File: src/rtl/tug_field.sv
// Tug-of-war playfield: conditions the two player keys into one-cycle presses
// and moves a one-hot rope marker toward whichever player pulls.
module tug_field #(
  parameter int NUM_LIGHTS  = 9,
  parameter int HOLD_CYCLES = 4
) (
  input  logic                  clk,
  input  logic                  reset,
  input  logic                  key_l,
  input  logic                  key_r,
  input  logic                  gamereset,
  output logic [NUM_LIGHTS-1:0] leds,
  output logic                  press_l,
  output logic                  press_r,
  output logic                  end_l,
  output logic                  end_r,
  output logic                  win_l,
  output logic                  win_r
);

  localparam int PW = $clog2(NUM_LIGHTS);
  localparam int HW = (HOLD_CYCLES < 1) ? 1 : $clog2(HOLD_CYCLES + 1);

  localparam logic [PW-1:0] CTR       = PW'((NUM_LIGHTS - 1) / 2);
  localparam logic [PW-1:0] LAST      = PW'(NUM_LIGHTS - 1);
  localparam logic [PW-1:0] POS_ONE   = PW'(1);
  localparam logic [HW-1:0] HOLD_INIT = HW'(HOLD_CYCLES);
  localparam logic [HW-1:0] HOLD_ONE  = HW'(1);

  logic          sync1_l, sync2_l, prev_l;
  logic          sync1_r, sync2_r, prev_r;
  logic [PW-1:0] pos;
  logic [HW-1:0] hold_cnt;

  // Keys are asynchronous: two flops of synchronisation, then a third flop
  // remembers the previous synchronised level for rising-edge detection.
  always_ff @(posedge clk or negedge reset) begin
    if (!reset) begin
      sync1_l <= 1'b0;
      sync2_l <= 1'b0;
      prev_l  <= 1'b0;
      sync1_r <= 1'b0;
      sync2_r <= 1'b0;
      prev_r  <= 1'b0;
    end else begin
      sync1_l <= key_l;
      sync2_l <= sync1_l;
      prev_l  <= sync2_l;
      sync1_r <= key_r;
      sync2_r <= sync1_r;
      prev_r  <= sync2_r;
    end
  end

  assign press_l = sync2_l & ~prev_l;
  assign press_r = sync2_r & ~prev_r;

  // Priority: re-centre, then hold-off, then cancel on a tie, then a single
  // pull. A pull at the far end becomes a win instead of a move.
  always_ff @(posedge clk or negedge reset) begin
    if (!reset) begin
      pos      <= CTR;
      hold_cnt <= HOLD_INIT;
      win_l    <= 1'b0;
      win_r    <= 1'b0;
    end else begin
      win_l <= 1'b0;
      win_r <= 1'b0;
      if (gamereset) begin
        pos      <= CTR;
        hold_cnt <= HOLD_INIT;
      end else if (hold_cnt != '0) begin
        hold_cnt <= hold_cnt - HOLD_ONE;
      end else if (press_l && !press_r) begin
        if (pos < LAST) pos <= pos + POS_ONE;
        else            win_l <= 1'b1;
      end else if (press_r && !press_l) begin
        if (pos != '0) pos <= pos - POS_ONE;
        else           win_r <= 1'b1;
      end
    end
  end

  assign leds  = {{(NUM_LIGHTS-1){1'b0}}, 1'b1} << pos;
  assign end_l = (pos == LAST);
  assign end_r = (pos == '0);

endmodule

File: config.mk
export PLATFORM = sky130hd
export DESIGN_NAME = tug_field
export DESIGN_NICKNAME = d
export VERILOG_FILES = /design/src/rtl/tug_field.sv
export SDC_FILE = /design/constraint.sdc
export NUM_CORES = 1
export LEC_CHECK = 0
export CORE_AREA = 2 2 57 59
export DETAILED_ROUTE_END_ITERATION = 10
export DIE_AREA = 0 0 59 61
export GPL_TIMING_DRIVEN = 1
export PLACE_DENSITY = 0.56
export SYNTH_ARGS = -nofsm -noshare
export SYNTH_HDL_FRONTEND = slang
export SYNTH_SLANG_ARGS = --single-unit
export TNS_END_PERCENT = 20
File: constraint.sdc
create_clock -name clk -period 1.7 [get_ports clk]
set_input_delay 0.34 -clock clk [delete_from_list [all_inputs] [get_ports clk]]
set_output_delay 0.34 -clock clk [all_outputs]
set_load 0.1 [all_outputs]
Word level (Yosys, flattened, before mapping)

Cells that the tools add are included.

Register bits after elaboration: 15
Latch bits: 0
Memory bits (writable): 0
Bits in read-only memories: 0
Output and inout port bits: 15
Logic and storage cells: 50
Memories kept: 0

$add $sub $neg: 3
Multipliers: 0
Divide/modulo/power cells: 0
Order comparisons: 1
Equality and inequality tests: 3
Shift-type cells: 1
Muxes and demuxes: 17
Bitwise operators: 4
Reductions and logical operators: 11

Operators by type and width:

| operator                                              | number |
|---|---|
| 2-to-1 mux 4 bit                                      | 6 |
| 2-to-1 mux 1 bit                                      | 9 |
| nonzero test 3 bit                                    | 3 |
| << shifter 1 x 4 -> 9 bit, first input constant       | 1 |
| 2-to-1 mux 3 bit                                      | 2 |
| adder 4 x 1 -> 4 bit, second input constant           | 1 |
| == test 4 bit, second input constant                  | 1 |
| zero test 4 bit                                       | 1 |
| < comparator 4 bit, second input constant             | 1 |
| AND reduction 4 bit                                   | 1 |
| nonzero test 4 bit                                    | 1 |
| subtractor 4 x 1 -> 4 bit, second input constant      | 1 |
| inequality test 3 x 2 -> 1 bit, second input constant | 1 |
| subtractor 3 x 1 -> 3 bit, second input constant      | 1 |
| bitwise AND 1 bit                                     | 2 |
| logical AND 1 bit                                     | 2 |
| zero test 1 bit                                       | 2 |
| inequality test 2 bit, second input constant          | 1 |
| inverter 1 bit                                        | 2 |
| nonzero test 2 bit                                    | 1 |

Logic depth before layout (Yosys ltp)

Depth after elaboration: 8
Depth in mapped cells: 8

Worst setup path before layout

OpenSTA, ideal clock, no wires.

Kind: flip-flop to output port
Start: register pos[0]
End: output port end_l
Arrival: 3,627 ps
Required time: 1,360 ps
Slack: -2,267 ps
Cell stages (with the launch flop): 3
Buffers on the path: 1
Path through: dfrtp_1 buf_6 nor4b_1

Cells in the longest elaborated chain, start to end: 1

RTL lines:

| element                | RTL line | RTL |
|---|---|---|
| start, declared        | 32       | `logic [PW-1:0] pos;` |
| start signal, assigned | 75       | `if (pos < LAST) pos <= pos + POS_ONE;` |
| start signal, assigned | 78       | `if (pos != '0) pos <= pos - POS_ONE;` |
| == test 4 bit          | 85       | `assign end_l = (pos == LAST);` |
| end, declared          | 15       | `output logic end_l,` |

No other way between the ends.

Worst setup path after layout

Start: register pos[1]
End: output port leds[0]

Cells in the longest elaborated chain, start to end: 1

RTL lines:

| element                   | RTL line | RTL |
|---|---|---|
| << shifter 1 x 4 -> 9 bit | 84       | `assign leds = {{(NUM_LIGHTS-1){1'b0}}, 1'b1} << pos;` |
| end, declared             | 12       | `output logic [NUM_LIGHTS-1:0] leds,` |

No other way between the ends.

==> impl_metrics.tcl <==
set metrics [dict create \
    crit_arrival_ns 1.61 \
    setup_viol 13 \
    pwr-share-clk_pct 13.9 \
    worstMarginPinSlew_ns 0.257 \
    fin_crit_ns 1.95 \
    ys_warn_count 0 \
    total_leakage_power_nw 0.597 \
    nNetsFinal 124 \
    slowest_delay_ns 0.55 \
    violations "setup timing" \
    final_cell_mix "15 x buf_12, 12 x dfrtp_1, 10 x nor2_1, 7 x buf_4, 5 x inv_1" \
    skew_ns 0.00795 \
    postRouteAntennaNets 0 \
    io_buffer_count 19 \
    ys_ff_latch 15 \
    power.switching_w 0.000599 \
    drt_iter0_markers 10 \
    overflow 0 \
    hp-class "primary input to async pin" \
    fillers 245 \
    place_ws_ns -0.0190 \
    drc 0 \
    cts_tree "built" \
    grt_pass1_wl_um 3030 \
    syn-instance-count 80 \
    drt_wl_total_um 1660 \
    syn_to_final_growth_pct 74.7 \
    end_kind "primary output" \
    p_total_w 0.00142 \
    min_period_over_period_pct 115 \
    rows 20 \
    cp-start-kind "flop" \
    die_height_um 61 \
    clock-root-buffer "clkbuf_4" \
    timing.final.hold_violations 0 \
    avgRoutedWirePerCell_um 11.4 \
    final_layout_size_suffix_gt1_share_pct 57.1 \
    required_ns 1.36 \
    crit_family "simple AND/OR/NAND/NOR gates" \
    relSlewSlack_pct 82.8 \
    n_antenna_cell 0 \
    holdBufCountCts 0 \
    seqPwrFrac_pct 31.6 \
    drv_slew 0 \
    gp_congestion 0.784 \
    worstPathMaxFanout 3 \
    htree_levels 1 \
    fin_tns_setup_ns -1.44 \
    start_util_pct 28.6 \
    crit_type "flop to primary output" \
    synth_seq_area_share_pct 44.7 \
    comb_power_share_pct 54.5 \
    cts_buffer_depth 2 \
    p_per_area_nw_per_um2 963 \
    die-area_um2 3600 \
    die_w_um 59 \
    antenna_found_initial 0 \
    synth.avg_cell_area_um2 10.6 \
    num_io_pins 20 \
    synth_nets 91 \
    worstPathCellList "or4_4 -> buf_6 -> clkinvlp_4 -> buf_12" \
    status "finished, violations left" \
    yosys.cell_types.count 27 \
    max_cap_viol_count 0 \
    sw_frac_of_total_pct 42.2 \
    hpwl_um 1360 \
    fin_util_pct 50.0 \
    synth_area_um2 845 \
    cts_made_buffers 3 \
    cts_sinks 15 \
    drt_pass1_iterations 2 \
    rsz0062_at_grt "yes" \
    final_common_cell "buf_12" \
    fmax_mhz 512 \
    grt_pass1_vias 696 \
    core_area_um2 2950 \
    clock_latency_ns 0.28 \
    fin_ws_ns -0.255 \
    slowest_stage "or4_4" \
    grt_max_degree 16 \
    num_vias 654 \
    path_clk_slew_ns 0.09 \
    vias_per_cell 4.51 \
    p_int_w 0.000822 \
    vdd_drop_max_uv 534 \
    worst-path-buf-inv 3 \
    track_usage_pct 11.4 \
]
power groups by stage:
stage	sequential, W	clock, W	combinational [W]
after floorplan	0.000476	0	0.000518
after global placement	0.000450	0	0.000743
after detailed placement	0.000456	0	0.000763
after CTS	0.000450	0.000209	0.000785
after global routing	0.000456	0.000228	0.000837
final	0.000449	0.000197	0.000774
routing by layer:
layer | track usage [%] | vias up | wire length [um]
li1 | - | 329 | -
met1 | 13.8 | 312 | 705
met2 | 19.0 | 11 | 875
met3 | 4.48 | 2 | 67
met4 | 2.92 | 0 | 9
met5 | 0 | - | 0
cells in the mapped netlist:
cell       n  share of area (%)
a211oi_1   1               0.89
a21o_2     1                1.0
a21oi_1    2                1.2
and3_4     1                1.3
buf_6      1                1.3
clkbuf_8   1                1.6
dfrtp_1   13                 39
dfstp_2    2                6.2
fa_1       1                2.4
ha_1       5                7.4
inv_1     10                4.4
mux2_4     2                3.6
mux2i_1    1                1.2
nand2_1    4                1.8
nand2b_1   1               0.74
nand2b_4   2                3.3
nor2_1    14                6.2
nor2b_4    1                1.6
nor3_1     6                3.6
nor4b_1    2                2.1
o21ai_0    1               0.59
o21ba_4    1                1.9
o31ai_1    1               0.89
o32ai_1    1                1.0
or2_2      1               0.74
or4_4      1                1.3
xnor2_1    3                3.1
kinds of logic (layout without fill, tap and decap cells):
family	after synthesis	count (layout)	share of synthesized area (%)
AOI/OAI and AO/OA	8	8	7.56
xor gates and xnor gates	3	3	3.11
adders and majority gates	6	6	9.78
buffers and inverters	12	44	7.41
DFF	15	15	44.7
muxes	3	3	4.74
and+or+nand+nor	33	33	22.7
final cells by class:
cell class	count	area, um2	area share [%]
repair buffers	30	438	29.7
inverters	10	45.0	3.05
flip-flops and latches	15	383	26.0
clock buffers	3	22.5	1.53
clock inverters	1	5.00	0.339
well taps	33	41.3	2.80
multi-input cells	53	541	36.6
final timing paths:
kind | endpoint | startpoint | cells after the start | slack [ns]
setup / recovery | leds[0] | pos[1]$_DFFE_PN0P_ | 4 | -0.25
hold / removal | prev_l$_DFF_PN0_ | reset | 2 | 0.35
setup reg to reg | pos[0]$_DFFE_PN0P_ | pos[1]$_DFFE_PN0P_ | 4 | -0.03
hold reg to reg | sync2_r$_DFF_PN0_ | sync1_r$_DFF_PN0_ | 0 | 0.35
max in group asynchronous | hold_cnt[2]$_DFFE_PN1P_ | reset | 2 | 1.10
min in group clk | sync2_r$_DFF_PN0_ | sync1_r$_DFF_PN0_ | 0 | 0.35
per-stage QoR:
stage / area, um2 / hold slack [ns] / std cells
2_1_floorplan: 986 / 0.0444 / 80
3_3_place_gp: 1420 / 0.334 / 140
3_5_place_dp: 1420 / 0.336 / 140
4_1_cts: 1480 / 0.356 / 145
5_1_grt: 1480 / 0.365 / 145
6_report: 1480 / 0.351 / 145
flip-flops by register name (all words and copies together) (netlist names):
register	flops
pos	4
hold_cnt	3
prev_l	1
prev_r	1
sync1_l	1
sync1_r	1
sync2_l	1
sync2_r	1
win_l	1
win_r	1
repair_timing:
| item | 4_1_cts | 5_1_grt |
|---|---|---|
| buffers inserted | 1 | 0 |
| resized for setup | 9 | 0 |
| pin swaps | 4 | 0 |
| setup endpoints to repair | 13 | 14 |
Power figures use the tool's default switching activity.
